### config.mk
export PLATFORM = sky130hd
export DESIGN_NAME = rom_seq_player
export DESIGN_NICKNAME = d
export VERILOG_FILES = /design/src/rtl/rom_seq_player_pkg.sv /design/src/rtl/rom_seq_pace_timer.sv /design/src/rtl/rom_seq_player.sv
export SDC_FILE = /design/constraint.sdc
export NUM_CORES = 1
export LEC_CHECK = 0
export CAP_MARGIN = 20
export CORE_ASPECT_RATIO = 0.75
export CORE_MARGIN = 3
export CORE_UTILIZATION = 52
export CTS_BUF_LIST = sky130_fd_sc_hd__clkbuf_16
export CTS_CLUSTER_DIAMETER = 80
export DETAILED_ROUTE_END_ITERATION = 8
export PLACE_DENSITY = 0.77
export SYNTH_ARGS = -nofsm -noshare
export SYNTH_HDL_FRONTEND = slang
export SYNTH_HIERARCHICAL = 1
export SYNTH_SLANG_ARGS = --single-unit
### constraint.sdc
create_clock -name clk -period 3 [get_ports clk]
set_input_delay 0.6 -clock clk [delete_from_list [all_inputs] [get_ports clk]]
set_output_delay 0.6 -clock clk [all_outputs]
set_load 0.1 [all_outputs]
### src/rtl/rom_seq_player_pkg.sv
// Shared definitions for the ROM sequence player: default widths and state codes.
package rom_seq_player_pkg;

  localparam int unsigned SEQ_AW     = 6;
  localparam int unsigned SEQ_DW     = 8;
  localparam int unsigned SEQ_PACE_W = 16;

  // State codes are shared with the table and the downstream consumer.
  localparam int unsigned ST_W       = 3;
  localparam logic [2:0]  ST_IDLE    = 3'd0;
  localparam logic [2:0]  ST_FETCH   = 3'd1;
  localparam logic [2:0]  ST_PRESENT = 3'd2;
  localparam logic [2:0]  ST_PACE    = 3'd3;
  localparam logic [2:0]  ST_DONE    = 3'd4;

endpackage

### src/rtl/rom_seq_pace_timer.sv
// Loadable down-counter timing the idle gap between delivered bytes.
module rom_seq_pace_timer
  import rom_seq_player_pkg::*;
#(
  parameter int unsigned PACE_W = SEQ_PACE_W
) (
  input  logic              clk,
  input  logic              rst_n,
  input  logic              load,
  input  logic [PACE_W-1:0] load_val,
  output logic              expire_c
);

  logic [PACE_W-1:0] cnt_q, cnt_d;

  // Load wins; otherwise count down and rest at zero.
  always_comb begin
    cnt_d = cnt_q;
    if (load) begin
      cnt_d = load_val;
    end else if (cnt_q != '0) begin
      cnt_d = cnt_q - PACE_W'(1);
    end
  end

  // Counter register with synchronous reset.
  always_ff @(posedge clk) begin
    if (!rst_n) begin
      cnt_q <= '0;
    end else begin
      cnt_q <= cnt_d;
    end
  end

  // Last idle cycle of the gap.
  assign expire_c = (cnt_q == PACE_W'(1));

endmodule

### src/rtl/rom_seq_player.sv
// Plays an address window of the constant table onto a valid/ready byte stream.
module rom_seq_player
  import rom_seq_player_pkg::*;
#(
  parameter int unsigned AW     = SEQ_AW,
  parameter int unsigned DW     = SEQ_DW,
  parameter int unsigned PACE_W = SEQ_PACE_W
) (
  input  logic              clk,
  input  logic              rst_n,
  input  logic              start,
  input  logic              abort,
  input  logic [AW-1:0]     first_addr,
  input  logic [AW-1:0]     last_addr,
  input  logic              loop,
  input  logic [PACE_W-1:0] pace,
  output logic [AW-1:0]     rom_a,
  input  logic [DW-1:0]     rom_q,
  output logic [DW-1:0]     out_data,
  output logic              out_valid,
  input  logic              out_ready,
  output logic              busy,
  output logic              done
);

  logic [ST_W-1:0]   state_q, state_d;
  logic [AW-1:0]     rom_a_q, rom_a_d;
  logic [AW-1:0]     first_q, first_d;
  logic [AW-1:0]     last_q, last_d;
  logic              loop_q, loop_d;
  logic [PACE_W-1:0] pace_q, pace_d;
  logic [DW-1:0]     out_data_q, out_data_d;
  logic              out_valid_q, out_valid_d;
  logic              busy_q, busy_d;
  logic              done_q, done_d;

  logic              xfer_c;
  logic              pace_load_c;
  logic              pace_expire_c;

  assign xfer_c = out_valid_q & out_ready;

  rom_seq_pace_timer #(
    .PACE_W (PACE_W)
  ) u_pace_timer (
    .clk      (clk),
    .rst_n    (rst_n),
    .load     (pace_load_c),
    .load_val (pace_q),
    .expire_c (pace_expire_c)
  );

  // Next-state, address stepping and output decode; abort overrides at the end.
  always_comb begin
    state_d     = state_q;
    rom_a_d     = rom_a_q;
    first_d     = first_q;
    last_d      = last_q;
    loop_d      = loop_q;
    pace_d      = pace_q;
    out_data_d  = out_data_q;
    out_valid_d = out_valid_q;
    busy_d      = busy_q;
    done_d      = 1'b0;
    pace_load_c = 1'b0;

    case (state_q)
      ST_IDLE: begin
        busy_d      = 1'b0;
        out_valid_d = 1'b0;
        if (start) begin
          first_d = first_addr;
          last_d  = last_addr;
          loop_d  = loop;
          pace_d  = pace;
          rom_a_d = first_addr;
          busy_d  = 1'b1;
          state_d = ST_FETCH;
        end
      end
      ST_FETCH: begin
        out_data_d  = rom_q;
        out_valid_d = 1'b1;
        state_d     = ST_PRESENT;
      end
      ST_PRESENT: begin
        if (xfer_c) begin
          out_valid_d = 1'b0;
          if ((rom_a_q == last_q) && !loop_q) begin
            done_d  = 1'b1;
            state_d = ST_DONE;
          end else begin
            rom_a_d = (rom_a_q == last_q) ? first_q : rom_a_q + AW'(1);
            if (pace_q == '0) begin
              state_d = ST_FETCH;
            end else begin
              pace_load_c = 1'b1;
              state_d     = ST_PACE;
            end
          end
        end
      end
      ST_PACE: begin
        if (pace_expire_c) begin
          state_d = ST_FETCH;
        end
      end
      ST_DONE: begin
        busy_d  = 1'b0;
        state_d = ST_IDLE;
      end
      default: begin
        busy_d      = 1'b0;
        out_valid_d = 1'b0;
        state_d     = ST_IDLE;
      end
    endcase

    // A coincident transfer still completes downstream; only local progress is dropped.
    if (abort && (state_q != ST_IDLE)) begin
      state_d     = ST_IDLE;
      rom_a_d     = rom_a_q;
      out_data_d  = out_data_q;
      out_valid_d = 1'b0;
      busy_d      = 1'b0;
      done_d      = 1'b0;
      pace_load_c = 1'b0;
    end
  end

  // State, config and output registers with synchronous reset.
  always_ff @(posedge clk) begin
    if (!rst_n) begin
      state_q     <= ST_IDLE;
      rom_a_q     <= '0;
      first_q     <= '0;
      last_q      <= '0;
      loop_q      <= 1'b0;
      pace_q      <= '0;
      out_data_q  <= '0;
      out_valid_q <= 1'b0;
      busy_q      <= 1'b0;
      done_q      <= 1'b0;
    end else begin
      state_q     <= state_d;
      rom_a_q     <= rom_a_d;
      first_q     <= first_d;
      last_q      <= last_d;
      loop_q      <= loop_d;
      pace_q      <= pace_d;
      out_data_q  <= out_data_d;
      out_valid_q <= out_valid_d;
      busy_q      <= busy_d;
      done_q      <= done_d;
    end
  end

  assign rom_a     = rom_a_q;
  assign out_data  = out_data_q;
  assign out_valid = out_valid_q;
  assign busy      = busy_q;
  assign done      = done_q;

endmodule
Yosys cells after proc, flatten, opt, wreduce, memory -nomap -nowiden
Cells that the tools add are included.
Widths: inputs -> output; s select.
{"block": "totals", "regBits": 65, "latch_bits": 0, "ram_bits": 0, "mem_bits_ro": 0, "inputBits": 42, "output_inout_bits": 17, "elab_cells": 70, "mem_count": 0}
{"block": "op_classes", "n_addsub": 2, "multipliers": 0, "div_mod_pow": 0, "magnitude_cmp": 0, "n_eq_ne": 10, "n_shift": 0, "muxes": 23, "bitwise_logic": 6, "n_reduce_logical": 18}
{"op": "$mux 16", "count": 2}
{"op": "$mux 6", "count": 4}
{"op": "$eq 16x1->1 const B", "count": 1}
{"op": "$logic_not 16->1", "count": 1}
{"op": "$reduce_bool 16->1", "count": 1}
{"op": "$sub 16x1->16 const B", "count": 1}
{"op": "$mux 3", "count": 4}
{"op": "$pmux 3 s4", "count": 1}
{"op": "$pmux 6 s2", "count": 1}
{"op": "$mux 1", "count": 8}
{"op": "$ne 2x2->1 const B", "count": 4}
{"op": "$add 6x1->6 const B", "count": 1}
{"op": "$eq 3x2->1 const B", "count": 2}
{"op": "$eq 6x6->1", "count": 1}
{"op": "$reduce_and 2->1", "count": 3}
{"op": "$not 1->1", "count": 5}
{"op": "$reduce_and 5->1", "count": 1}
{"op": "$reduce_bool 2->1", "count": 2}
{"op": "$reduce_or 2->1", "count": 2}
{"op": "$reduce_or 4->1", "count": 1}
{"op": "$eq 3x1->1 const B", "count": 1}
{"op": "$eq 3x3->1 const B", "count": 1}
{"op": "$logic_not 3->1", "count": 1}
{"op": "$pmux 1 s3", "count": 1}
{"op": "8 further kinds", "count": 9}

Longest topological paths before layout
{"block": "depth", "word_depth": 7, "depth_mapped": 10}

Cells and area by module
The synthesis kept the hierarchy.
{"mod": "rom_seq_player", "n_inst": 1, "cells_per_inst": 272, "area_each_um2": 2254.7, "seq_area_each_um2": 980.9}
{"mod": "rom_seq_pace_timer", "n_inst": 1, "cells_per_inst": 115, "area_each_um2": 918.4, "seq_area_each_um2": 320.3}

Worst setup path after synthesis
OpenSTA, ideal clock, no wires.
{"block": "synth_timing", "kind": "register to register", "from": "reg rom_a_q[2], in the netlist rom_a[2]", "to": "reg u_pace_timer.cnt_q[11]", "t_arrival_ns": 2.747, "required_ns": 2.879, "path_slack_ns": 0.132, "path_stages_with_launch": 10, "n_path_buf": 1, "path_cell_list": "dfxtp_1 xor2_1 nor4_4 nand3_1 nand3_1 nor3_1 clkinv_1 buf_2 o21ai_0 a21oi_1"}
{"block": "synth_via", "elab_chain_len": 7, "elab_cells_between_ends": 8, "cone_classes": "eq/ne (1); mux (5); reduce/logical (2)"}
{"item": "start, declared", "line": "rom_seq_player.sv:27", "rtl": "logic [AW-1:0] rom_a_q, rom_a_d;"}
{"item": "start signal, assigned", "line": "rom_seq_player.sv:146", "rtl": "rom_a_q <= rom_a_d;"}
{"item": "$eq 6x6->1 (*)", "line": "rom_seq_player.sv:89", "rtl": "if ((rom_a_q == last_q) && !loop_q) begin"}
{"item": "$logic_and 1x1->1 (*)", "line": "rom_seq_player.sv:89"}
{"item": "$mux 1 (*)", "line": "rom_seq_player.sv:89"}
{"item": "$mux 1 (*)", "line": "rom_seq_player.sv:87", "rtl": "if (xfer_c) begin"}
{"item": "$mux 1 (*)", "line": "rom_seq_player.sv:67", "rtl": "case (state_q)"}
{"item": "$mux 1 (*)", "line": "rom_seq_player.sv:120", "rtl": "if (abort && (state_q != ST_IDLE)) begin"}
{"item": "named net pace_load_c", "line": "rom_seq_player.sv:38", "rtl": "logic pace_load_c;"}
{"item": "$mux 16 or $reduce_bool 2->1 (tied branches)"}
{"item": "end signal, assigned", "line": "rom_seq_pace_timer.sv:31", "rtl": "cnt_q <= cnt_d;"}
{"item": "end, declared", "line": "rom_seq_pace_timer.sv:14", "rtl": "logic [PACE_W-1:0] cnt_q, cnt_d;"}
Mark *: on every way through the listed nets, which the timed path passes. The rest lies on a longest branch.
A chain may end at the register's enable or synchronous reset.

Final worst setup path
{"block": "layout_timing", "from": "reg state_q[1]", "to": "reg u_pace_timer.cnt_q[6]"}
{"block": "layout_via", "elab_chain_len": 4, "elab_cells_between_ends": 7, "cone_classes": "eq/ne (1); mux (3); reduce/logical (3)"}
{"item": "start, declared", "line": "rom_seq_player.sv:26", "rtl": "logic [ST_W-1:0] state_q, state_d;"}
{"item": "start signal, assigned", "line": "rom_seq_player.sv:145", "rtl": "state_q <= state_d;"}
{"item": "$eq 3x2->1 or $reduce_bool 3->1 (tied branches)", "line": "rom_seq_player.sv:67, rom_seq_player.sv:120"}
{"item": "$mux 1 or $logic_and 1x1->1 (tied branches)", "line": "rom_seq_player.sv:67, rom_seq_player.sv:120"}
{"item": "$mux 1 (*)", "line": "rom_seq_player.sv:120"}
{"item": "named net pace_load_c", "line": "rom_seq_player.sv:38"}
{"item": "$mux 16 or $reduce_bool 2->1 (tied branches)"}
Marked as above.

==> impl_metrics.py <==
metrics = {
    "setup_path": {
        "cp-start-kind": "flip-flop",
        "rrSetupSlack_ns": 0.44,
        "reg2reg_depth": 6,
        "worstSetupEndpointType": "flip-flop",
        "path_max_fanout": 18,
        "worstPathArrival_ns": 2.76,
        "cpMostUsedCell": "nand3_1",
        "worst-path-buf-inv": 1,
        "r2r-end": "u_pace_timer/cnt_q[6]",
        "cp_slowest_cell": "dfxtp_1",
        "critPathMaxStageDelay_ns": 0.60,
        "worstPathRequired_ns": 3.20,
        "crit_chain": "and2_1 > nand3_1 > nor3_1 > clkinv_1 > nand3_1 > o21ai_0",
        "crit_type": "reg2reg",
        "critical_path.top_delay_family": "simple AND/OR/NAND/NOR gates",
        "reg2reg_from": "state_q[1]",
    },
    "drt": {
        "wire_per_inst_um": 15.77,
        "vias": 2995,
        "drt-initial-drc-count": 219,
        "drcViolationCount": 0,
        "ant_nets": 0,
        "via_per_inst": 5.760,
        "dr.pass1.iters": 5,
        "wirelength_um": 8202,
    },
    "global_routing": {
        "groute.usage.overall_pct": 25.23,
        "grt_max_degree": 35,
        "grt-ovfl-total": 0,
        "first_global_vias": 2745,
        "antenna_found_initial": 0,
        "grt_pass1_wl_um": 13500,
    },
    "synthesis": {
        "synthTopCellsByCount": "nand2_1 (96), dfxtp_1 (65), a21boi_0 (37), o21ai_0 (21), nand3_1 (16)",
        "synthesis.nets": 432,
        "yosys.area.top_type": "dfxtp_1",
        "synth_top_cells_by_area": "dfxtp_1 (41%), nand2_1 (11%), a21boi_0 (8.8%)",
        "synthFlopType": "dfxtp_1",
        "async_flop_share_pct": 0,
        "seq_area_frac_synth_pct": 41.01,
        "synth_cell_types": 60,
        "synth-seq-cells": 65,
        "netlist_instances": 387,
        "synth_area_per_cell_um2": 8.199,
        "synth_area_mm2": 0.003173,
        "yosys_warnings": 6,
        "synth-edff-count": 0,
        "yosysMostFrequentCell": "nand2_1",
        "synth_top_cell_area_share_pct": 41.01,
    },
    "placed_design": {
        "dpl.hpwl_um": 5714,
        "gp_congestion": 0.8740,
        "numPortBuffers": 58,
        "post_dp_cell_area_mm2": 0.003744,
        "dpl.cell_count": 504,
    },
    "die": {
        "die_x_um": 96.20,
        "num_rows": 23,
        "die_height_um": 73.65,
        "core_area_mm2": 0.005612,
        "start_util_pct": 56.54,
        "fp.dieArea_mm2": 0.007085,
        "pin_count": 59,
    },
    "clock_tree": {
        "clock_sinks": 65,
        "cts_buffers": 9,
        "cts.clk_slew.worst_paths_ns": 0.06,
        "insertion_delay_ns": 0.33,
        "cts_resized": 0,
        "cts_root_buf": "clkbuf_16",
        "cts.path.max_buffers": 2,
        "htreeDepth": 3,
        "cts_tree": "yes",
        "ctsHoldBuffers": 0,
        "cts_setup_buffers": 0,
    },
    "power_and_ir_drop": {
        "pwr_density_cell_mw_per_mm2": 776.6,
        "p_leak_uw": 0.001550,
        "fin_total_pwr_uw": 3156,
        "vdd_ir_drop_max_mv": 0.4397,
    },
    "timing": {
        "fin_crit_ns": 2.558,
        "finalCritPeriodShare_pct": 85.25,
        "relSlewSlack_pct": 58.80,
        "setup_viol": 0,
        "hold_viol": 0,
        "timing.fmax_mhz": 391.0,
        "tns_ns": 0,
        "slew_violations": 0,
        "holdWs_ns": 0.4619,
        "worst_pin_slew_ns": 0.6123,
        "fin_skew_ns": 0.007359,
        "rsz0062_at_grt": "false",
    },
    "outcome": {
        "status": "finished, final reports clean",
    },
    "final_layout": {
        "drive_above_1_share_pct": 12.13,
        "final.fill_count": 434,
        "final_area_mm2": 0.004064,
        "antennaDiodeCount": 0,
        "fin_cells": 520,
        "finalNetCount": 485,
        "synthToLayoutAreaGrowth_pct": 28.08,
    },
    "worst_hold_path": {
        "min_to": "out_data[6]",
        "hp-class": "reg2reg",
        "hold_depth": 2,
        "worstHoldStart": "out_data[6]",
    },
    "flow_run": {
        "maxCapViolCount": 0,
    },
}
[cells in the final DEF, fill, tap and decap left out, types with 2 or more instances in the layout]
cell / instances
a31oi_1: 4
nor4_1: 10
o21ai_1: 2
bufinv_16: 2
buf_4: 24
o21ai_0: 21
a21oi_1: 7
ha_1: 3
o31ai_1: 2
mux2_2: 2
nor3_1: 8
nand3b_1: 2
nand2_1: 96
nand3_1: 16
and2_1: 2
or3_1: 2
and3_1: 2
nand4_1: 4
inv_1: 6
a41oi_1: 4
clkinvlp_4: 3
dfxtp_1: 65
clkbuf_16: 9
xnor2_1: 9
nand2b_1: 2
xor2_1: 9
clkdlybuf4s50_1: 41
a21boi_0: 37
mux2i_1: 2
o211ai_1: 2
or4_1: 5
nor2_1: 14
[metal layers]
layer	wire length [µm]	vias to the layer above	part of all wire (%)	global-route usage [%]
li1	-	1471	-	-
met2	3413	122	42	34.20
met4	102	0	1.2	7.886
met5	0	-	0	0
met3	739	11	9.0	10.64
met1	3947	1391	48	35.91
[flip-flops by register name, indices dropped and copies added, names as in the netlist]
name                flops
u_pace_timer/cnt_q     16
out_valid               1
loop_q                  1
rom_a                   6
out_data                8
done                    1
state_q                 3
busy                    1
first_q                 6
last_q                  6
pace_q                 16
[worst reg2reg max path, cell delays in order, from the launching register on]
cell	delay, ns
dfxtp_1	0.60
and2_1	0.49
nand3_1	0.16
nor3_1	0.28
clkinv_1	0.44
nand3_1	0.34
o21ai_0	0.13
[cell families (layout without fill, tap and decap cells)]
family,count (synthesis),after routing,share of synthesized area (%)
AND/OR/NAND/NOR,177,177,26.93
flip-flops,65,65,41.01
AO/OA/AOI/OAI,91,91,20.19
XOR/XNOR,18,18,4.969
multiplexers,4,4,1.341
adder cells (fa/ha/maj),3,3,1.183
buffers and inverters,29,87,4.377
[worst max path at each step]
| stage | from | to | slack (ns) | depth (start not counted) |
|---|---|---|---|---|
| 3_5_place_dp | abort | rom_a[5] | 0.45 | 6 |
| 2_1_floorplan | rom_a[2] | u_pace_timer/cnt_q[11] | 0.13 | 9 |
| 6_report | state_q[1] | u_pace_timer/cnt_q[6] | 0.44 | 6 |
| 3_3_place_gp | abort | rom_a[5] | 0.48 | 6 |
| 5_1_grt | state_q[1] | u_pace_timer/cnt_q[3] | 0.14 | 6 |
| 4_1_cts | state_q[1] | u_pace_timer/cnt_q[5] | 0.49 | 6 |
[power by group]
part | switching [µW] | internal [µW] | total, µW
combinational | 559 | 374 | 934
sequential | 127 | 974 | 1100
clock | 395 | 726 | 1120
total | 1080 | 2080 | 3160
[cell type report]
class                           instances  area, µm²  share of cell area (%)
Sequential cell                        65       1301                   32.02
Clock buffer                            9      225.2                   5.542
Timing Repair Buffer                   65      590.6                   14.53
Tap cell                               75      93.84                   2.309
Inverter                                6      22.52                  0.5542
Clock inverter                          7      95.09                   2.340
Multi-Input combinational cell        293       1735                   42.70
[metrics by stage]
stage	setup slack [ns]	util, %
floorplan	0.1321	-
global placement	0.4772	66.71
detailed placement	0.4466	66.71
CTS	0.4868	72.42
global route	0.1360	72.42
finish	0.4425	72.42
Note: power is estimated with default switching activity, not from simulation.
